--- src/rtl/pre_if_stage_pkg.sv ---
// Shared types and constants for the pre-IF fetch stage.
// No logic; widths, bus field offsets and the redirect priority helper.
// Imported by pre_if_stage and pf_redirect_buf.
package pre_if_stage_pkg;

  localparam int BR_BUS_WD       = 35;
  localparam int PF_TO_FS_BUS_WD = 34;

  // br_bus = {ds_br_or_jump_op, br_stall, br_taken, br_target}
  localparam int BR_OP_BIT    = 34;
  localparam int BR_STALL_BIT = 33;
  localparam int BR_TAKEN_BIT = 32;

  localparam logic [31:0] RESET_PC_DEF = 32'hbfc00000;
  localparam logic [31:0] EX_ENTRY_DEF = 32'hbfc00380;

  typedef enum logic [1:0] {
    PF_IDLE,
    PF_REQ,
    PF_EXC,
    PF_HALT
  } pf_state_e;

  typedef struct packed {
    logic        drop;
    logic        ex;
    logic [31:0] pc;
  } pf_to_fs_t;

  // Redirect priority: exception > eret > taken branch > fallback.
  function automatic logic [31:0] pick_redirect(
    input logic        ex,
    input logic        eret,
    input logic [31:0] epc,
    input logic        br,
    input logic [31:0] tgt,
    input logic [31:0] ex_entry,
    input logic [31:0] fallback
  );
    if (ex)        return ex_entry;
    else if (eret) return epc;
    else if (br)   return tgt;
    else           return fallback;
  endfunction

endpackage

--- src/rtl/pre_if_stage_pf_redirect_buf.sv ---
// Holds one redirect that could not be issued immediately, plus the drop flag of the pending fetch.
// Latency: captured redirect visible the cycle after capture; drop_o is combinational in the hit cycle.
// Backpressure: none; the top decides when capture or consume happens.
module pf_redirect_buf
  import pre_if_stage_pkg::*;
#(
  parameter logic [31:0] EX_ENTRY = EX_ENTRY_DEF
) (
  input  logic        clk,
  input  logic        reset,
  input  logic        ws_ex_i,
  input  logic        ws_eret_i,
  input  logic        br_taken_i,
  input  logic [31:0] cp0_epc_i,
  input  logic [31:0] br_target_i,
  input  logic        capture_i,
  input  logic        consume_i,
  input  logic        start_i,
  input  logic        pending_i,
  output logic        redir_v_o,
  output logic [31:0] redir_pc_o,
  output logic        redir_ex_o,
  output logic        drop_o
);

  logic        redir_v_q, redir_v_d;
  logic [31:0] redir_pc_q, redir_pc_d;
  logic        redir_hi_q, redir_hi_d;
  logic        redir_ex_q, redir_ex_d;
  logic        drop_q, drop_d;
  logic        any_redir;
  logic        hi_redir;

  assign any_redir = ws_ex_i | ws_eret_i | br_taken_i;
  assign hi_redir  = ws_ex_i | ws_eret_i;

  // Buffer update: ex/eret always overwrite, a branch never displaces a buffered ex/eret.
  always_comb begin
    redir_v_d  = redir_v_q;
    redir_pc_d = redir_pc_q;
    redir_hi_d = redir_hi_q;
    redir_ex_d = redir_ex_q;
    drop_d     = drop_q;
    if (consume_i) begin
      redir_v_d = 1'b0;
    end else if (capture_i && any_redir && (hi_redir || !(redir_v_q && redir_hi_q))) begin
      redir_v_d  = 1'b1;
      redir_pc_d = pick_redirect(ws_ex_i, ws_eret_i, cp0_epc_i, br_taken_i, br_target_i,
                                 EX_ENTRY, br_target_i);
      redir_hi_d = hi_redir;
      redir_ex_d = ws_ex_i;
    end
    if (start_i) begin
      drop_d = 1'b0;
    end else if (pending_i && any_redir) begin
      drop_d = 1'b1;
    end
  end

  // State registers with synchronous reset.
  always_ff @(posedge clk) begin
    if (reset) begin
      redir_v_q  <= 1'b0;
      redir_pc_q <= 32'd0;
      redir_hi_q <= 1'b0;
      redir_ex_q <= 1'b0;
      drop_q     <= 1'b0;
    end else begin
      redir_v_q  <= redir_v_d;
      redir_pc_q <= redir_pc_d;
      redir_hi_q <= redir_hi_d;
      redir_ex_q <= redir_ex_d;
      drop_q     <= drop_d;
    end
  end

  assign redir_v_o  = redir_v_q;
  assign redir_pc_o = redir_pc_q;
  assign redir_ex_o = redir_ex_q;
  assign drop_o     = drop_q | (pending_i & any_redir);

endmodule

--- src/rtl/pre_if_stage.sv ---
// Pre-IF stage: picks the next fetch PC and runs the sram-like inst request ahead of if_stage.
// Latency: address registered one cycle after the IDLE decision; to_fs_valid in the addr_ok cycle.
// Backpressure: holds req/addr until addr_ok; waits in IDLE while !fs_allowin or br_stall. Option: PF_ADEL_CHECK_EN.
module pre_if_stage
  import pre_if_stage_pkg::*;
#(
  parameter logic [31:0] RESET_PC = RESET_PC_DEF,
  parameter logic [31:0] EX_ENTRY = EX_ENTRY_DEF
) (
  input  logic                       clk,
  input  logic                       reset,
  input  logic                       fs_allowin,
  input  logic [BR_BUS_WD-1:0]       br_bus,
  input  logic                       ws_ex,
  input  logic                       ws_eret,
  input  logic [31:0]                cp0_epc,
  output logic                       to_fs_valid,
  output logic [PF_TO_FS_BUS_WD-1:0] pf_to_fs_bus,
  output logic                       inst_sram_req,
  output logic                       inst_sram_wr,
  output logic [1:0]                 inst_sram_size,
  output logic [31:0]                inst_sram_addr,
  output logic [31:0]                inst_sram_wdata,
  input  logic                       inst_sram_addr_ok
);

  pf_state_e   state_q, state_d;
  logic [31:0] addr_q, addr_d;
  logic [31:0] pc_q, pc_d;
  logic [31:0] fetch_addr;
  logic        br_stall, br_taken;
  logic [31:0] br_target;
  logic        issue, pending;
  logic        redir_v, redir_ex, pf_drop, pf_ex;
  logic [31:0] redir_pc;
  pf_to_fs_t   out_bus;

  assign br_stall  = br_bus[BR_STALL_BIT];
  assign br_taken  = br_bus[BR_TAKEN_BIT];
  assign br_target = br_bus[31:0];

  assign fetch_addr = pick_redirect(ws_ex, ws_eret, cp0_epc, br_taken, br_target, EX_ENTRY,
                                    redir_v ? redir_pc : pc_q + 32'd4);
  assign issue   = (state_q == PF_IDLE) && fs_allowin && !br_stall && !reset;
  assign pending = (state_q == PF_REQ) || (state_q == PF_EXC);

  pf_redirect_buf #(.EX_ENTRY(EX_ENTRY)) u_redirect_buf (
    .clk        (clk),
    .reset      (reset),
    .ws_ex_i    (ws_ex),
    .ws_eret_i  (ws_eret),
    .br_taken_i (br_taken),
    .cp0_epc_i  (cp0_epc),
    .br_target_i(br_target),
    .capture_i  (!issue),
    .consume_i  (issue),
    .start_i    (issue),
    .pending_i  (pending),
    .redir_v_o  (redir_v),
    .redir_pc_o (redir_pc),
    .redir_ex_o (redir_ex),
    .drop_o     (pf_drop)
  );

  // Next-state, address latch and handshake decode.
  always_comb begin
    state_d     = state_q;
    addr_d      = addr_q;
    pc_d        = pc_q;
    to_fs_valid = 1'b0;
    case (state_q)
      PF_IDLE: begin
        if (issue) begin
          addr_d  = fetch_addr;
          state_d = PF_REQ;
`ifdef PF_ADEL_CHECK_EN
          if (fetch_addr[1:0] != 2'b00) state_d = PF_EXC;
`endif
        end
      end
      PF_REQ: begin
        if (inst_sram_addr_ok && !reset) begin
          to_fs_valid = 1'b1;
          pc_d        = addr_q;
          state_d     = PF_IDLE;
        end
      end
`ifdef PF_ADEL_CHECK_EN
      // Misaligned fetch: report it to if_stage without touching the sram.
      PF_EXC: begin
        if (fs_allowin && !reset) begin
          to_fs_valid = 1'b1;
          pc_d        = addr_q;
          state_d     = PF_HALT;
        end
      end
      // Parked until an exception redirect lands in the buffer.
      PF_HALT: begin
        if (redir_v && redir_ex) state_d = PF_IDLE;
      end
`endif
      default: state_d = PF_IDLE;
    endcase
  end

  // FSM and PC registers with synchronous reset.
  always_ff @(posedge clk) begin
    if (reset) begin
      state_q <= PF_IDLE;
      addr_q  <= RESET_PC;
      pc_q    <= RESET_PC - 32'd4;
    end else begin
      state_q <= state_d;
      addr_q  <= addr_d;
      pc_q    <= pc_d;
    end
  end

`ifdef PF_ADEL_CHECK_EN
  assign pf_ex = (state_q == PF_EXC);
  logic unused_sigs;
  assign unused_sigs = br_bus[BR_OP_BIT];
`else
  assign pf_ex = 1'b0;
  logic unused_sigs;
  assign unused_sigs = ^{br_bus[BR_OP_BIT], redir_ex};
`endif

  assign out_bus.drop = pf_drop;
  assign out_bus.ex   = pf_ex;
  assign out_bus.pc   = addr_q;
  assign pf_to_fs_bus = out_bus;

  assign inst_sram_req   = (state_q == PF_REQ) && !reset;
  assign inst_sram_wr    = 1'b0;
  assign inst_sram_size  = 2'b10;
  assign inst_sram_addr  = addr_q;
  assign inst_sram_wdata = 32'd0;

endmodule

--- config.mk ---
export PLATFORM = sky130hd
export DESIGN_NAME = pre_if_stage
export DESIGN_NICKNAME = d
export VERILOG_FILES = /design/src/rtl/pre_if_stage_pkg.sv /design/src/rtl/pre_if_stage_pf_redirect_buf.sv /design/src/rtl/pre_if_stage.sv
export SDC_FILE = /design/constraint.sdc
export NUM_CORES = 1
export LEC_CHECK = 0
export ABC_AREA = 1
export CORE_AREA = 2 2 145 147
export CTS_BUF_LIST = sky130_fd_sc_hd__clkbuf_16
export DETAILED_ROUTE_END_ITERATION = 8
export DIE_AREA = 0 0 147 149
export PLACE_DENSITY_LB_ADDON = 0.08
export SYNTH_ARGS = -nofsm -noshare
export SYNTH_HDL_FRONTEND = slang
export SYNTH_SLANG_ARGS = --single-unit
--- constraint.sdc ---
create_clock -name clk -period 1.74 [get_ports clk]
set_clock_uncertainty 0.2 [all_clocks]
set_input_delay 0.174 -clock clk [delete_from_list [all_inputs] [get_ports clk]]
set_output_delay 0.174 -clock clk [all_outputs]
set_load 0.01 [all_outputs]
* Yosys cells after proc, flatten, opt, wreduce, memory -nomap -nowiden
Cells that the tools add are included.
W data, S select, Z words.
** Word-level totals
- Logic and storage cells :: 49
- Output and inout bits :: 103
- Register bits :: 101
- Bits in latches :: 0
- ROM bits :: 0
- RAM bits :: 0
- Memories kept :: 0
- Input port bits :: 73
** Cells by class
- Multiply operators :: 0
- Bitwise gates (word level) :: 5
- $lt $le $gt $ge :: 0
- Muxes and demuxes :: 11
- Shift-type cells :: 0
- $add $sub $neg :: 1
- Reductions and logical operators :: 21
- Divide/modulo/power cells :: 0
- Equal/unequal tests :: 4
** Operators with widths (count)
- $mux W32 :: 6
- $add A32 B3 Y32 const B :: 1
- $logic_and A1 B1 Y1 :: 9
- $reduce_and A2 Y1 :: 4
- $logic_not A1 Y1 :: 4
- $mux W2 :: 2
- $pmux W2 S2 :: 1
- $or A1 B1 Y1 :: 3
- $eq A2 B1 Y1 const B :: 1
- $eq A2 B2 Y1 const B :: 1
- $logic_not A2 Y1 :: 1
- $logic_or A1 B1 Y1 :: 2
- $mux W1 :: 2
- $ne A2 B1 Y1 const B :: 1
- $ne A2 B2 Y1 const B :: 1
- $reduce_or A2 Y1 :: 1
- $and A1 B1 Y1 :: 1
- $not A1 Y1 :: 1

* Depth between registers and ports, before layout
- Word-level depth :: 8
- Depth in mapped cells :: 11
- Depth with buffers taken out :: 11

* By module
From an unflattened synthesis, not the netlist that was laid out.
** Unflattened totals
- Cells, all modules :: 1034
- Area total of the unflattened synthesis :: 6392.4 um^2
** Modules (own cells, without submodules)
- pre_if_stage :: sequential area each 1301.2 um^2, cells each 709, area each 4415.5 um^2, times used 1
- pf_redirect_buf :: sequential area each 720.7 um^2, cells each 325, area each 1976.9 um^2, times used 1

* Worst setup path before layout
No wires, ideal clock.
- Path type :: register to register
- Start point :: register pc_q[3]
- End point :: register addr_q[20], in the netlist inst_sram_addr[20]
- Data arrival time :: 1.247 ns
- Setup slack :: 0.181 ns
- Stages on the path, launching flop included :: 11
- Required time :: 1.428 ns
- Library setup time :: 0.112 ns
- Cells stage by stage :: dfxtp_1 ha_1 nand2_2 nor2_4 nand3b_1 o21ai_0 nand2_1 nand2_1 nand2_1 nand2_1 nand2_1
** Between the ends
- Cells in the longest elaborated chain, start to end :: 5
** Ends and longest elaborated chain
- start: declaration :: RTL line pre_if_stage.sv:29 : logic [31:0] pc_q, pc_d;
- start signal: assignment :: RTL line pre_if_stage.sv:111 : pc_q <= RESET_PC - 32'd4;
- start signal: assignment :: RTL line pre_if_stage.sv:115 : pc_q <= pc_d;
- $add A32 B3 Y32 :: RTL line pre_if_stage.sv:43 : redir_v ? redir_pc : pc_q + 32'd4);
- $mux W32 :: RTL line pre_if_stage.sv:43
- $mux W32 :: RTL line pre_if_stage_pkg.sv:42 : else if (br) return tgt;
- $mux W32 :: RTL line pre_if_stage_pkg.sv:41 : else if (eret) return epc;
- $mux W32 :: RTL line pre_if_stage_pkg.sv:40 : if (ex) return ex_entry;
- end signal: assignment :: RTL line pre_if_stage.sv:114 : addr_q <= addr_d;
- end: declaration :: RTL line pre_if_stage.sv:28 : logic [31:0] addr_q, addr_d;
No other way between the ends.
A chain may end at the register's enable or synchronous reset.

* Worst setup path after layout
- Start point :: register pc_q[3]
- End point :: register addr_q[12], in the netlist inst_sram_addr[12]
Same word-level chain as after synthesis.

==> results.toml <==
[die]
io_pins = 176
coreArea_um2 = 20600
die-width_um = 147
die_h_um = 149
rows = 53
dieArea_um2 = 21900
start_util = 0.293

[grt]
grtUsageTotal = 0.182
grt_overflow_total = 0
grt_pass1_wl_um = 31300
antenna_found_initial = 0
grt_pass1_vias = 5810
grt_max_degree = 60

[clock_tree]
cts_tree = "yes"
cts_hold_buf = 0
clockBufferDepth = 2
clk_pin_slew_ns = 0.07
cts-root-buf = "clkbuf_16"
clk-insertion-delay-late_ns = 0.36
h-tree-depth = 3
clock-sinks = 100
cts_buffers = 9

[logic_synthesis]
ys_warn_count = 0
synth-simple-area-share = 0.277
synth_top_family_by_area = "simple AND/OR/NAND/NOR gates"
netlist_area_um2 = 6020
avgSynthCellArea_um2 = 6.46
synth_fa_ha_area_frac = 0.00208
ys_seq_elements = 100
synth_compound_area_frac = 0.197
synth_xor_area_frac = 0.00873
ys_types = 33
synthCells = 932
ys_seq_area_frac = 0.333
synth.area.mux_share = 0

[setup_path]
path_class = "reg2reg"
end_kind = "flop"
cpLargestDelayFamily = "simple AND/OR/NAND/NOR gates"
slowest_stage = "dfxtp_2"
crit_buf_inv = 0
cp.arrival_ns = 1.89
worstPathCellList = "ha_4 > nand2_4 > nor2_4 > nand3b_1 > xnor2_1 > nand2_1 > nand3_1 > nand2_1 > nand2_1"
worst_ep_required_time_ns = 1.85
worstPathMaxFanout = 5
crit_path_frequent_cell = "nand2_1"
slowest_delay_ns = 0.36
startpoint_type = "flop"

[worst_hold_path]
hold_path.class = "reg2reg"

[timing]
fmax_ghz = 0.560
setup-tns-final_ns = -0.0530
maxSlewViolCount = 0
post-route-min-period_ns = 1.79
rsz0062_at_grt = "true"
setup_viol = 2
finalHoldViolations = 0
hold_ws_ns = 0.244
timing.final.ws_setup_ns = -0.0455
post-route-period-util = 1.03

[power]
p_leak_uw = 0.00380
ir_worst_vdd_mv = 0.513
p_switching_uw = 2020
power_switching_share = 0.312
comb_power_share = 0.281
seqPwrFrac = 0.390
p_clk_frac = 0.330
internal_power_uw = 4460
p_per_area_nw_per_um2 = 784
finalPower_uw = 6480

[layout]
multi_input_area_um2 = 3200
num-fill-cells = 2250
nets = 1139
regArea_um2 = 2030
syn_to_final_growth_pct = 37.3
n_antenna_cell = 0
drive_gt1_frac = 0.148

[drt]
drt_pass1_iterations = 5
finalWirelength_um = 20100
drtAntennaViolNets = 0
drc = 0
drt_iter0_markers = 352
vias = 6124
wl_per_cell_um = 14.9
via_per_inst = 4.55

[place]
place_hpwl_um = 15000
dp_slack_ns = -0.271
port_buffers = 138
gp_congestion = 0.850

[run]
cap_violations = 0

[run_status]
violations = "setup timing"
outcome = "complete, but fails checks"
through the flow:
step,util,instance area (µm²),std cells
after global routing,0.402,8260,1345
after floorplan,-,6150,966
final,0.402,8260,1345
after global placement,0.374,7690,1323
after detailed placement,0.374,7690,1323
after CTS,0.393,8070,1340
worst reg2reg max path, delay by kind of cell, from the launching register on:
| family | cells | cell delay, ns |
|---|---|---|
| xor+xnor | 1 | 0.26 |
| fa+ha+maj | 1 | 0.15 |
| flops | 1 | 0.36 |
| simple gates | 7 | 0.76 |
final cells by class:
class	count	share of cell area
Multi-Input combinational cell	659	0.388
Timing Repair Buffer	205	0.247
Sequential cell	100	0.245
Tap cell	275	0.0416
Inverter	90	0.0409
Clock buffer	9	0.0273
Clock inverter	7	0.0101
metal layers:
layer | wire length [µm] | share of wire | global-route usage | up-vias
met4 | 147 | 0.0073 | 0.0389 | 0
met1 | 9630 | 0.48 | 0.246 | 2811
met3 | 596 | 0.030 | 0.0242 | 11
li1 | - | - | - | 3182
met5 | 0 | 0 | 0 | -
met2 | 9700 | 0.48 | 0.312 | 120
power groups by stage:
stage / sequential [µW] / combinational, µW / clock (µW)
2_1_floorplan: 2560 / 1020 / 0
3_3_place_gp: 2570 / 1690 / 0
3_5_place_dp: 2570 / 1690 / 0
4_1_cts: 2520 / 1740 / 2190
5_1_grt: 2540 / 2020 / 2260
6_report: 2520 / 1820 / 2130
synth_stat cells (all sizes together):
cell type    n  area [µm²]
nand3       53         270
o211ai       5        37.5
nor3         3        15.0
inv         90         338
o31ai        4        30.0
a21oi       75         375
nand2      215         825
o21bai       1        7.51
a211oi      15         118
clkbuf      18        67.6
o22ai        5        31.3
nand4        3        18.8
xor2         4        35.0
dfxtp      100        2000
a31oi       20         125
o21ai       92         460
xnor2        2        17.5
nand3b       1        7.51
nor2       124         533
ha           1        12.5
conb         2        7.51
buf         99         687
placed cells by master, fill, tap and decap left out, drive strengths merged, types with 36 or more instances in the layout:
master,instances
nand3,53
buf,65
inv,92
nor2,124
conb,36
o21ai,92
dfxtp,100
nand2,215
a21oi,75
clkdlybuf4s50,132
worst paths after layout:
path / startpoint / endpoint / slack [ns] / depth (start not counted)
setup / recovery: pc_q[3] / inst_sram_addr[12] / -0.05 / 9
hold / removal: u_redirect_buf.redir_pc_o[6] / u_redirect_buf.redir_pc_o[6] / 0.24 / 2
setup reg to reg: pc_q[3] / inst_sram_addr[12] / -0.05 / 9
hold reg to reg: u_redirect_buf.redir_pc_o[6] / u_redirect_buf.redir_pc_o[6] / 0.24 / 2
cells by family (layout without fill, tap and decap cells):
group	count (synthesis)	after routing
other cells	2	36
flops	100	100
xor+xnor	6	6
compound gates	217	217
simple gates	399	399
buf+inv	207	311
fa+ha+maj	1	1
sequential cells by signal (all words and copies together), names as in the netlist:
register	count
u_redirect_buf.redir_pc_o	32
u_redirect_buf.drop_q	1
u_redirect_buf.redir_v_o	1
state_q	1
inst_sram_addr	32
pc_q	32
u_redirect_buf.redir_hi_q	1
what timing repair did:
item                       in CTS  in global routing
pin swaps                      10                  8
setup endpoints to repair      19                 76
cloned                          0                  2
gates resized for setup        28                 57
setup buffers                   1                  3
Power figures use the tool's default switching activity.
